--- src/rtl/program_loader_if.sv ---
// Byte-stream and instruction-load bundle for the boot loader.
// master = loader side, slave = byte source / core side.
interface program_loader_if #(
  parameter int WIDTH = 32
);
  logic [7:0]       byteIn;
  logic             byteValid;
  logic             byteReady;
  logic             reload;
  logic             insMemEn;
  logic [WIDTH-1:0] insMemAddr;
  logic [WIDTH-1:0] insMemDataIn;
  logic             cpuReset;
  logic             done;
  logic             error;

  modport master (
    input  byteIn,
    input  byteValid,
    input  reload,
    output byteReady,
    output insMemEn,
    output insMemAddr,
    output insMemDataIn,
    output cpuReset,
    output done,
    output error
  );

  modport slave (
    output byteIn,
    output byteValid,
    output reload,
    input  byteReady,
    input  insMemEn,
    input  insMemAddr,
    input  insMemDataIn,
    input  cpuReset,
    input  done,
    input  error
  );
endinterface

--- src/rtl/program_loader.sv ---
// Byte-stream boot loader: header count, LE words into imem, core held in reset.
// Optional trailing checksum byte when CHECKSUM_EN is defined.
module program_loader #(
  parameter int WIDTH      = 32,
  parameter int IMEM_DEPTH = 512
) (
  input logic              clock,
  input logic              reset,
  program_loader_if.master bus
);

  typedef enum logic [2:0] {
    S_HLO,
    S_HHI,
    S_DATA,
    S_WRITE,
`ifdef CHECKSUM_EN
    S_CHECK,
`endif
    S_DONE,
    S_ERROR
  } state_t;

  state_t      state;
  state_t      state_n;
  logic [15:0] count;
  logic [15:0] count_n;
  logic [15:0] word_idx;
  logic [15:0] word_idx_n;
  logic [15:0] word_inc;
  logic [15:0] hdr;
  logic [1:0]  byte_idx;
  logic [1:0]  byte_idx_n;
  logic [31:0] asm_q;
  logic [31:0] asm_n;
`ifdef CHECKSUM_EN
  logic [7:0]  sum;
  logic [7:0]  sum_n;
`endif
  logic        ready;
  logic        fire;

  logic             en_q;
  logic [WIDTH-1:0] addr_q;
  logic [WIDTH-1:0] data_q;
  logic             cpu_rst_q;
  logic             done_q;
  logic             err_q;

  // Byte acceptance depends on state only
  always_comb begin
    ready = 1'b0;
    unique case (state)
      S_HLO,
      S_HHI,
`ifdef CHECKSUM_EN
      S_CHECK,
`endif
      S_DATA:  ready = 1'b1;
      default: ready = 1'b0;
    endcase
  end

  assign fire = bus.byteValid & ready;

  // Next-state and datapath updates
  always_comb begin
    state_n    = state;
    count_n    = count;
    word_idx_n = word_idx;
    byte_idx_n = byte_idx;
    asm_n      = asm_q;
`ifdef CHECKSUM_EN
    sum_n      = sum;
`endif
    hdr        = {bus.byteIn, count[7:0]};
    word_inc   = word_idx + 16'd1;
    unique case (state)
      S_HLO: begin
        if (fire) begin
          count_n[7:0] = bus.byteIn;
          state_n      = S_HHI;
        end
      end
      S_HHI: begin
        if (fire) begin
          count_n    = hdr;
          word_idx_n = 16'd0;
          byte_idx_n = 2'd0;
`ifdef CHECKSUM_EN
          sum_n      = 8'd0;
`endif
          if (hdr == 16'd0) begin
`ifdef CHECKSUM_EN
            state_n = S_CHECK;
`else
            state_n = S_DONE;
`endif
          end else if ({16'd0, hdr} > 32'(IMEM_DEPTH)) begin
            state_n = S_ERROR;
          end else begin
            state_n = S_DATA;
          end
        end
      end
      S_DATA: begin
        if (fire) begin
          asm_n      = {bus.byteIn, asm_q[31:8]};
          byte_idx_n = byte_idx + 2'd1;
`ifdef CHECKSUM_EN
          sum_n      = sum + bus.byteIn;
`endif
          if (byte_idx == 2'd3) state_n = S_WRITE;
        end
      end
      S_WRITE: begin
        word_idx_n = word_inc;
        if (word_inc == count) begin
`ifdef CHECKSUM_EN
          state_n = S_CHECK;
`else
          state_n = S_DONE;
`endif
        end else begin
          state_n = S_DATA;
        end
      end
`ifdef CHECKSUM_EN
      S_CHECK: begin
        if (fire) state_n = (bus.byteIn == sum) ? S_DONE : S_ERROR;
      end
`endif
      S_DONE,
      S_ERROR: begin
        if (bus.reload) state_n = S_HLO;
      end
      default: state_n = S_HLO;
    endcase
  end

  // State and datapath registers
  always_ff @(posedge clock or posedge reset) begin
    if (reset) begin
      state    <= S_HLO;
      count    <= 16'd0;
      word_idx <= 16'd0;
      byte_idx <= 2'd0;
      asm_q    <= 32'd0;
`ifdef CHECKSUM_EN
      sum      <= 8'd0;
`endif
    end else begin
      state    <= state_n;
      count    <= count_n;
      word_idx <= word_idx_n;
      byte_idx <= byte_idx_n;
      asm_q    <= asm_n;
`ifdef CHECKSUM_EN
      sum      <= sum_n;
`endif
    end
  end

  // Registered outputs, driven from the state being entered
  always_ff @(posedge clock or posedge reset) begin
    if (reset) begin
      en_q      <= 1'b0;
      addr_q    <= '0;
      data_q    <= '0;
      cpu_rst_q <= 1'b1;
      done_q    <= 1'b0;
      err_q     <= 1'b0;
    end else begin
      en_q      <= (state_n == S_WRITE);
      if (state_n == S_WRITE) begin
        addr_q <= WIDTH'(word_idx);
        data_q <= WIDTH'(asm_n);
      end
      cpu_rst_q <= (state_n != S_DONE);
      done_q    <= (state_n == S_DONE);
      err_q     <= (state_n == S_ERROR);
    end
  end

  assign bus.byteReady    = ready;
  assign bus.insMemEn     = en_q;
  assign bus.insMemAddr   = addr_q;
  assign bus.insMemDataIn = data_q;
  assign bus.cpuReset     = cpu_rst_q;
  assign bus.done         = done_q;
  assign bus.error        = err_q;

endmodule

--- src/flat_wrapper.sv ---
// flat-port wrapper written by rule: the top's interface ports become plain ports
module program_loader_flat 
#(
  parameter int WIDTH      = 32,
  parameter int IMEM_DEPTH = 512
)
  (clock, reset, bus_byteIn, bus_byteValid, bus_reload, bus_byteReady, bus_insMemEn, bus_insMemAddr, bus_insMemDataIn, bus_cpuReset, bus_done, bus_error);
  program_loader_if #(.WIDTH(WIDTH)) bus_i ();
  input logic clock;
  input logic reset;
  input wire logic [$bits(bus_i.byteIn)-1:0] bus_byteIn;
  input wire logic [$bits(bus_i.byteValid)-1:0] bus_byteValid;
  input wire logic [$bits(bus_i.reload)-1:0] bus_reload;
  output wire logic [$bits(bus_i.byteReady)-1:0] bus_byteReady;
  output wire logic [$bits(bus_i.insMemEn)-1:0] bus_insMemEn;
  output wire logic [$bits(bus_i.insMemAddr)-1:0] bus_insMemAddr;
  output wire logic [$bits(bus_i.insMemDataIn)-1:0] bus_insMemDataIn;
  output wire logic [$bits(bus_i.cpuReset)-1:0] bus_cpuReset;
  output wire logic [$bits(bus_i.done)-1:0] bus_done;
  output wire logic [$bits(bus_i.error)-1:0] bus_error;
  assign bus_i.byteIn = bus_byteIn;
  assign bus_i.byteValid = bus_byteValid;
  assign bus_i.reload = bus_reload;
  assign bus_byteReady = bus_i.byteReady;
  assign bus_insMemEn = bus_i.insMemEn;
  assign bus_insMemAddr = bus_i.insMemAddr;
  assign bus_insMemDataIn = bus_i.insMemDataIn;
  assign bus_cpuReset = bus_i.cpuReset;
  assign bus_done = bus_i.done;
  assign bus_error = bus_i.error;
  program_loader #(.WIDTH(WIDTH), .IMEM_DEPTH(IMEM_DEPTH)) u_core (.clock(clock), .reset(reset), .bus(bus_i));
endmodule
--- config.mk ---
export PLATFORM = sky130hd
export DESIGN_NAME = program_loader_flat
export DESIGN_NICKNAME = d
export VERILOG_FILES = /design/src/rtl/program_loader_if.sv /design/src/rtl/program_loader.sv /design/src/flat_wrapper.sv
export SDC_FILE = /design/constraint.sdc
export NUM_CORES = 1
export LEC_CHECK = 0
export ABC_AREA = 1
export BUFFER_PORTS_ARGS = -buffer_cell sky130_fd_sc_hd__buf_2
export CORE_ASPECT_RATIO = 1.4
export CORE_MARGIN = 4
export CORE_UTILIZATION = 35
export CTS_BUF_LIST = sky130_fd_sc_hd__clkbuf_4
export DETAILED_ROUTE_END_ITERATION = 7
export GPL_TIMING_DRIVEN = 0
export PLACE_DENSITY = 0.57
export SYNTH_ARGS = -nofsm -noshare
export SYNTH_HDL_FRONTEND = slang
export SYNTH_SLANG_ARGS = --single-unit
--- constraint.sdc ---
create_clock -name clock -period 9.8 [get_ports clock]
set_input_delay 0.98 -clock clock [delete_from_list [all_inputs] [get_ports clock]]
set_output_delay 0.98 -clock clock [all_outputs]
set_load 0.005 [all_outputs]
==> flow_summary.html, run 1 <==
<table>
<tr><th>Metric</th><th>Value</th></tr>
<tr><th colspan="2">Routing</th></tr>
<tr><td>Via density per instance</td><td>4.72</td></tr>
<tr><td>First-pass detailed-route iteration total</td><td>5</td></tr>
<tr><td>Remaining number of nets flagged by the antenna check after routing</td><td>0</td></tr>
<tr><td>Drt drc</td><td>0</td></tr>
<tr><td>Final WL</td><td>13.9 mm</td></tr>
<tr><td>Wire length per cell</td><td>14.5 um</td></tr>
<tr><td>Detailed Route Iter0 Violations</td><td>220</td></tr>
<tr><td>Total number of vias</td><td>4516</td></tr>
<tr><th colspan="2">Placement</th></tr>
<tr><td>Worst Setup Slack post-DPL</td><td>slightly above 7 ns</td></tr>
<tr><td>Port-buffer cells</td><td>64</td></tr>
<tr><td>Final weighted congestion in routability-driven placement</td><td>just under 0.9</td></tr>
<tr><td>HPWL after DPL</td><td>about 10 mm</td></tr>
<tr><th colspan="2">Clocking</th></tr>
<tr><td>Clock tree root driver cell</td><td>clkbuf_4</td></tr>
<tr><td>Deepest clock path buffer count</td><td>2</td></tr>
<tr><td>Number of buffers created by CTS</td><td>17</td></tr>
<tr><td>Post-CTS setup repair buffer count</td><td>0</td></tr>
<tr><td>Clock tree from TritonCTS</td><td>done</td></tr>
<tr><td>Clock input transition at the sequential cells of the worst setup and hold paths</td><td>0.11 ns</td></tr>
<tr><td>CTS HTree Levels</td><td>4</td></tr>
<tr><td>Latest clock arrival within the worst-skew pair</td><td>0.50 ns</td></tr>
<tr><td>Clock Sink Count</td><td>121</td></tr>
<tr><td>Hold-fix buffers, CTS</td><td>0</td></tr>
<tr><td># resized after CTS</td><td>0</td></tr>
<tr><th colspan="2">Timing</th></tr>
<tr><td>Final critical-path required period</td><td>roughly 2.2 ns</td></tr>
<tr><td>Fmax</td><td>between 400 and 500 MHz</td></tr>
<tr><td>Worst-margin pin slew</td><td>0.714 ns</td></tr>
<tr><td>Fin worst setup slack</td><td>7.59 ns</td></tr>
<tr><td>Setup-violating endpoint count in the final report</td><td>0</td></tr>
<tr><td>Final period util</td><td>0.225</td></tr>
<tr><td>RSZ-0062 raised after global routing</td><td>false</td></tr>
<tr><td>Worst hold margin</td><td>0.415 ns</td></tr>
<tr><td>Worst slew margin</td><td>0.522</td></tr>
<tr><td>Slew Viols, Final</td><td>0</td></tr>
<tr><td>Final count of hold timing violations</td><td>0</td></tr>
<tr><td>Final-layout setup total negative slack</td><td>0 ns</td></tr>
<tr><td>Setup skew after layout</td><td>0.0178 ns</td></tr>
<tr><th colspan="2">Pwr</th></tr>
<tr><td>Net Switching</td><td>0.333 mW</td></tr>
<tr><td>Switching portion of total power</td><td>0.310</td></tr>
<tr><td>Relative contribution of sequential cells to total power</td><td>0.547</td></tr>
<tr><td>Peak supply drop</td><td>0.0000742 V</td></tr>
<tr><td>Static power due to leakage</td><td>between 3 and 4 nW</td></tr>
<tr><td>Power consumption</td><td>1.08 mW</td></tr>
<tr><td>Proportion of power drawn by combinational gates</td><td>0.182</td></tr>
<tr><td>Cell Int Power</td><td>0.744 mW</td></tr>
<tr><td>Total power density per cell area</td><td>172 mW/mm2</td></tr>
<tr><td>Relative contribution of the clock network to total power</td><td>0.271</td></tr>
<tr><th colspan="2">Global route</th></tr>
<tr><td>Total Routing Usage GR</td><td>0.164</td></tr>
<tr><td>Overflow left after global routing</td><td>0</td></tr>
<tr><td>Pin count of the biggest net entering global routing</td><td>100</td></tr>
<tr><td>Antenna violations before repair</td><td>0</td></tr>
<tr><td>Number of global-route vias before repair</td><td>roughly 4600</td></tr>
<tr><td>First-pass GRT wire length</td><td>22.7 mm</td></tr>
<tr><th colspan="2">Critical path</th></tr>
<tr><td>Signal arrival time at the worst endpoint</td><td>1.23 ns</td></tr>
<tr><td>Worst setup path class</td><td>register to output pin</td></tr>
<tr><td>Startpoint class of the critical path</td><td>register</td></tr>
<tr><td>Type of destination of the critical path</td><td>output pin</td></tr>
<tr><td>Critical path fanouts, max</td><td>5</td></tr>
<tr><td>Required time at the endpoint of the critical path</td><td>8.82 ns</td></tr>
<tr><th colspan="2">Floorplan</th></tr>
<tr><td>Area of the die</td><td>roughly 0.018 mm2</td></tr>
<tr><td>Die X</td><td>113 um</td></tr>
<tr><td>Initial standard-cell utilization of the core</td><td>0.357</td></tr>
<tr><td>Placeable core area</td><td>0.0151 mm2</td></tr>
<tr><td>Count of standard-cell rows</td><td>53</td></tr>
<tr><td>I/O pin total</td><td>81</td></tr>
<tr><td>Die Y</td><td>about 160 um</td></tr>
<tr><th colspan="2">Synthesis</th></tr>
<tr><td>Number of distinct library cells after synthesis</td><td>26</td></tr>
<tr><td>Warnings, synthesis</td><td>0</td></tr>
<tr><td>Syn avg cell area</td><td>8.23 um2</td></tr>
<tr><td>Synth Cell Area</td><td>roughly 0.0054 mm2</td></tr>
<tr><td>Register bit total from synthesis</td><td>between 100 and 150</td></tr>
<tr><td>Sequential fraction of the synthesis area</td><td>0.560</td></tr>
<tr><td>Post-synthesis cell count</td><td>657</td></tr>
<tr><th colspan="2">Cells and area</th></tr>
<tr><td>Antenna Cells</td><td>0</td></tr>
<tr><td>Nets@finish</td><td>between 700 and 800</td></tr>
<tr><td>Fillers</td><td>1585</td></tr>
<tr><td>Area overhead of the layout relative to synthesis</td><td>15.9%</td></tr>
<tr><td>Fraction of layout instances using a drive strength above 1</td><td>0.173</td></tr>
<tr><th colspan="2">Min path</th></tr>
<tr><td>Min-delay worst type</td><td>input port to asynchronous set/reset pin</td></tr>
<tr><th colspan="2">Job</th></tr>
<tr><td>Number of max-cap violations</td><td>0</td></tr>
<tr><th colspan="2">Status</th></tr>
<tr><td>Run status</td><td>finished clean</td></tr>
</table>
## routing by layer
| metal | track usage | part of all wire |
|---|---|---|
| met5 | 0 | 0 |
| met4 | 0.0693 | 0.029 |
| met3 | 0.0374 | 0.039 |
| met2 | 0.294 | 0.54 |
| met1 | 0.186 | 0.40 |
## kinds of logic (layout without fill, tap and decap cells)
logic type	Yosys count	after routing	share of synthesized area
simple gates	355	355	0.275
compound gates	82	82	0.0787
flops	121	121	0.560
buf+inv	96	189	0.0801
other cells	1	16	0.000694
fa+ha+maj	2	2	0.00463
## per-stage QoR
step                std cells  cell area [um2]   util
global placement          928             6020  0.398
floorplan                 672             5460      -
global route              957             6260  0.414
CTS                       957             6260  0.414
detailed placement        929             6050  0.400
finish                    957             6260  0.414
## state kept, by name (all words and copies together), names as in the netlist
signal	cells
u_core.bus.error	1
u_core.bus.insMemEn	1
u_core.asm_q	32
u_core.bus.insMemAddr	16
u_core.byte_idx	2
u_core.bus.insMemDataIn	32
u_core.word_idx	16
u_core.count	16
u_core.bus.cpuReset	1
u_core.state	3
u_core.bus.done	1
## cell usage after synthesis (all sizes together)
cell type  instances  area (um2)
a21oi              6        30.0
clkinv             1        3.75
o21ai             64         320
nand3             37         195
conb               1        3.75
o22ai             12        75.1
ha                 2        25.0
nor3               1        5.00
nor2              31         155
nand2            270        1030
dfstp              1        26.3
nand4             11        68.8
dfrtp            120        3000
and2               1        6.26
clkbuf            12        45.0
buf               24         163
nand3b             4        30.0
inv               59         221
## layout make-up
class	count	area, um2	share of cell area
multi-input cells	455	2000	0.319
plain buffers	36	208	0.0332
repair buffers	65	348	0.0555
clock inverters	8	58.8	0.00939
well taps	192	240	0.0384
inverters	60	230	0.0368
clock buffers	20	150	0.0240
flip-flops and latches	121	3030	0.484
## cell usage in the layout (no fill, tap or decap)
cell type,instances
nand2_1,264
dfrtp_1,120
buf_2,71
o21ai_0,63
inv_1,54
nand3_1,35
nor2_1,25
clkbuf_4,20
buf_4,17
conb_1,16
clkbuf_1,12
o22ai_1,12
nand4_1,11
nand2_2,6
a21oi_1,6
clkinv_1,6
inv_2,4
nand3b_1,4
nor2_2,3
nand3_2,2
nor2_4,2
ha_1,2
clkinv_2,2
nor2_8,1
o21ai_1,1
and2_1,1
nor3_1,1
inv_6,1
bufinv_16,1
buf_16,1
dfstp_2,1
## critical path, cell delays in order (launching register included)
cell and delay, ns:
dfrtp_1 0.43, a21oi_1 0.17, buf_2 0.13
## final timing paths
check / from / to / slack (ns) / cells past startpoint
max: u_core.state[0]$_DFF_PP0_ / bus_byteReady / 7.59 / 2
min: reset / u_core.bus.insMemAddr[6]$_DFFE_PP0N_ / 0.42 / 2
max reg2reg: u_core.word_idx[1]$_DFFE_PP0P_ / u_core.bus.cpuReset$_DFF_PP1_ / 7.62 / 12
min reg2reg: u_core.bus.insMemDataIn[3]$_DFFE_PP0N_ / u_core.bus.insMemDataIn[3]$_DFFE_PP0N_ / 0.48 / 2
max in group asynchronous: reset / u_core.bus.cpuReset$_DFF_PP1_ / 8.61 / 3
min in group clock: u_core.bus.insMemDataIn[3]$_DFFE_PP0N_ / u_core.bus.insMemDataIn[3]$_DFFE_PP0N_ / 0.48 / 2
## power by group through the flow
stage               clock network, mW  logic [mW]  registers [mW]
finish                          0.292       0.196           0.590
detailed placement                  0       0.197           0.598
floorplan                           0       0.141           0.588
CTS                             0.305       0.198           0.589
global route                    0.328       0.228           0.596
global placement                    0       0.191           0.596
Note: power is estimated with default switching activity, not from simulation.
==> run 2, diff against run 1 <==
==> constraint.sdc (replaced) <==
create_clock -name clock -period 2.2 [get_ports clock]
set_input_delay 0.22 -clock clock [delete_from_list [all_inputs] [get_ports clock]]
set_output_delay 0.22 -clock clock [all_outputs]
set_load 0.005 [all_outputs]
==> run 2 against run 1 <==
Compared with the run above:
- non-clock buffer count up 10
- sequential power rose to 4.5 times the previous value
- critical endpoint is now u_core.bus.done$_DFF_PP0_
- clock power increased to 5.5 times the previous value
- largest power group unchanged
- cell area increased by 3.5%
==> flow_summary.html, run 2 (synthesized netlist as in run 1, its figures left out) <==
<table>
<tr><th>Metric</th><th>Value</th></tr>
<tr><th colspan="2">Pwr</th></tr>
<tr><td>Peak supply drop</td><td>around 0.00035 V</td></tr>
<tr><td>Relative contribution of the clock network to total power</td><td>0.313</td></tr>
<tr><td>Power consumption</td><td>5.14 mW</td></tr>
<tr><td>Relative contribution of sequential cells to total power</td><td>0.511</td></tr>
<tr><td>Net Switching</td><td>1.59 mW</td></tr>
<tr><td>Switching portion of total power</td><td>0.310</td></tr>
<tr><td>Proportion of power drawn by combinational gates</td><td>0.176</td></tr>
<tr><td>Cell Int Power</td><td>3.54 mW</td></tr>
<tr><td>Total power density per cell area</td><td>around 800 mW/mm2</td></tr>
<tr><td>Static power due to leakage</td><td>approximately 3.5 nW</td></tr>
<tr><th colspan="2">Placement</th></tr>
<tr><td>Worst Setup Slack post-DPL</td><td>0.0551 ns</td></tr>
<tr><td>Port-buffer cells</td><td>64</td></tr>
<tr><td>Final weighted congestion in routability-driven placement</td><td>around 0.89</td></tr>
<tr><td>HPWL after DPL</td><td>10.8 mm</td></tr>
<tr><th colspan="2">Cells and area</th></tr>
<tr><td>Fillers</td><td>between 1500 and 2000</td></tr>
<tr><td>Area overhead of the layout relative to synthesis</td><td>19.9%</td></tr>
<tr><td>Nets@finish</td><td>780</td></tr>
<tr><td>Fraction of layout instances using a drive strength above 1</td><td>0.186</td></tr>
<tr><td>Most used cells in the layout excluding fill and tap cells</td><td>264 x nand2_1, 120 x dfrtp_1, 71 x buf_2, 63 x o21ai_0, 54 x inv_1</td></tr>
<tr><td>Most common cell after layout, fill and taps aside</td><td>nand2_1</td></tr>
<tr><td>Antenna Cells</td><td>0</td></tr>
<tr><td>Area taken by multi-input logic gates</td><td>0.00201 mm2</td></tr>
<tr><td>FF/Latch Area</td><td>0.00303 mm2</td></tr>
<tr><th colspan="2">Timing</th></tr>
<tr><td>Worst slew margin</td><td>0.623</td></tr>
<tr><td>RSZ-0062 raised after global routing</td><td>true</td></tr>
<tr><td>Worst-margin pin slew</td><td>0.565 ns</td></tr>
<tr><td>Final count of hold timing violations</td><td>0</td></tr>
<tr><td>Fin worst setup slack</td><td>0.137 ns</td></tr>
<tr><td>Final critical-path required period</td><td>2.06 ns</td></tr>
<tr><td>Final-layout setup total negative slack</td><td>0 ns</td></tr>
<tr><td>Slew Viols, Final</td><td>0</td></tr>
<tr><td>Setup-violating endpoint count in the final report</td><td>0</td></tr>
<tr><td>Setup skew after layout</td><td>between 0.01 and 0.015 ns</td></tr>
<tr><td>Final period util</td><td>0.938</td></tr>
<tr><td>Worst hold margin</td><td>0.0666 ns</td></tr>
<tr><td>Fmax</td><td>about 480 MHz</td></tr>
<tr><th colspan="2">Global route</th></tr>
<tr><td>Number of global-route vias before repair</td><td>4789</td></tr>
<tr><td>First-pass GRT wire length</td><td>23.3 mm</td></tr>
<tr><td>Pin count of the biggest net entering global routing</td><td>42</td></tr>
<tr><td>Overflow left after global routing</td><td>0</td></tr>
<tr><td>Total Routing Usage GR</td><td>0.168</td></tr>
<tr><td>Antenna violations before repair</td><td>0</td></tr>
<tr><th colspan="2">Floorplan</th></tr>
<tr><td>Initial standard-cell utilization of the core</td><td>0.357</td></tr>
<tr><td>Die X</td><td>approximately 110 um</td></tr>
<tr><td>Placeable core area</td><td>0.0151 mm2</td></tr>
<tr><td>I/O pin total</td><td>81</td></tr>
<tr><td>Count of standard-cell rows</td><td>53</td></tr>
<tr><td>Die Y</td><td>about 160 um</td></tr>
<tr><td>Area of the die</td><td>0.0175 mm2</td></tr>
<tr><th colspan="2">Min path</th></tr>
<tr><td>Source of the worst hold timing path</td><td>bus_byteIn[6]</td></tr>
<tr><td>Min-delay worst type</td><td>input port to register</td></tr>
<tr><th colspan="2">Routing</th></tr>
<tr><td>First-pass detailed-route iteration total</td><td>5</td></tr>
<tr><td>Final WL</td><td>14.2 mm</td></tr>
<tr><td>Total number of vias</td><td>4629</td></tr>
<tr><td>Detailed Route Iter0 Violations</td><td>210</td></tr>
<tr><td>Remaining number of nets flagged by the antenna check after routing</td><td>0</td></tr>
<tr><td>Wire length per cell</td><td>around 15 um</td></tr>
<tr><td>Drt drc</td><td>0</td></tr>
<tr><td>Via density per instance</td><td>4.77</td></tr>
<tr><th colspan="2">Critical path</th></tr>
<tr><td>Reg-to-reg startpoint</td><td>u_core.word_idx[0]$_DFFE_PP0P_</td></tr>
<tr><td>Signal arrival time at the worst endpoint</td><td>roughly 2.5 ns</td></tr>
<tr><td>Type of destination of the critical path</td><td>register</td></tr>
<tr><td>Required time at the endpoint of the critical path</td><td>roughly 2.6 ns</td></tr>
<tr><td>Worst setup path start</td><td>u_core.word_idx[0]$_DFFE_PP0P_</td></tr>
<tr><td>Worst setup path class</td><td>register to register</td></tr>
<tr><td>Startpoint class of the critical path</td><td>register</td></tr>
<tr><td>Critical path fanouts, max</td><td>7</td></tr>
<tr><th colspan="2">Clocking</th></tr>
<tr><td>Clock Sink Count</td><td>121</td></tr>
<tr><td>CTS HTree Levels</td><td>4</td></tr>
<tr><td>Deepest clock path buffer count</td><td>2</td></tr>
<tr><td>Clock tree root driver cell</td><td>clkbuf_4</td></tr>
<tr><td>Latest clock arrival within the worst-skew pair</td><td>0.52 ns</td></tr>
<tr><td>Clock tree from TritonCTS</td><td>done</td></tr>
<tr><td>Clock input transition at the sequential cells of the worst setup and hold paths</td><td>about 0.11 ns</td></tr>
<tr><td>Number of buffers created by CTS</td><td>17</td></tr>
<tr><th colspan="2">Status</th></tr>
<tr><td>Run status</td><td>finished clean</td></tr>
<tr><th colspan="2">Job</th></tr>
<tr><td>Number of max-cap violations</td><td>0</td></tr>
</table>
-- run 2: routing by layer --
metal  global-route usage  vias up  routed length [um]
met2                0.303      111                7500
met1                0.184     2213                5550
li1                     -     2270                   -
met4               0.0819        0                 540
met3               0.0370       35                 565
met5                    0        -                   0
-- run 2: path summary, 6_finish.rpt --
path	slack [ns]	cells after the start	endpoint
worst max-delay path	0.14	14	u_core.bus.done$_DFF_PP0_
worst min-delay path	0.07	3	u_core.count[6]$_DFFE_PP0P_
worst max register to register	0.14	14	u_core.bus.done$_DFF_PP0_
worst min register to register	0.49	2	u_core.bus.insMemDataIn[24]$_DFFE_PP0N_
max in group asynchronous	0.81	6	u_core.bus.cpuReset$_DFF_PP1_
min in group asynchronous	0.29	3	u_core.word_idx[1]$_DFFE_PP0P_
-- run 2: repair_timing --
item                                   CTS  global route
setup endpoints to repair                0            15
buffers inserted                         0             2
gates resized for setup                  0             5
endpoints found under the hold margin   27             0
hold buffers                             6             0
-- run 2: critical path, stage by stage, from the launching register on --
cell and delay [ns]:
dfrtp_1 0.44, ha_2 0.23, nand3_2 0.14, nor2_4 0.18, buf_12 0.13, nand2_2 0.05
nand2_2 0.07, nand2_1 0.06, nand2_1 0.06, nand2_1 0.05, nor2_1 0.09, nand2_1 0.09
nor2_4 0.13, nand3_2 0.10, a21oi_1 0.16
-- run 2: area by class of cell --
class / count / area share
buffer: 36 / 0.0320
clock buffer: 17 / 0.0197
clock inverter: 15 / 0.0245
inverter: 60 / 0.0353
multi-input combinational: 455 / 0.311
sequential: 121 / 0.467
tap: 192 / 0.0371
timing repair buffer: 75 / 0.0733
-- run 2: per-stage QoR --
stage / area, um2 / instances / util
after floorplan: 5470 / 672 / -
after global placement: 6030 / 928 / 0.399
after detailed placement: 6090 / 931 / 0.403
after CTS: 6440 / 969 / 0.426
after global routing: 6480 / 971 / 0.429
final: 6480 / 971 / 0.429
-- run 2: power groups by stage --
stage	Sequential, mW	Clock, mW	Combinational, mW
CTS	2.62	1.66	0.897
global placement	2.65	0	0.853
global route	2.66	1.76	1.04
floorplan	2.62	0	0.628
finish	2.63	1.61	0.902
detailed placement	2.66	0	0.884
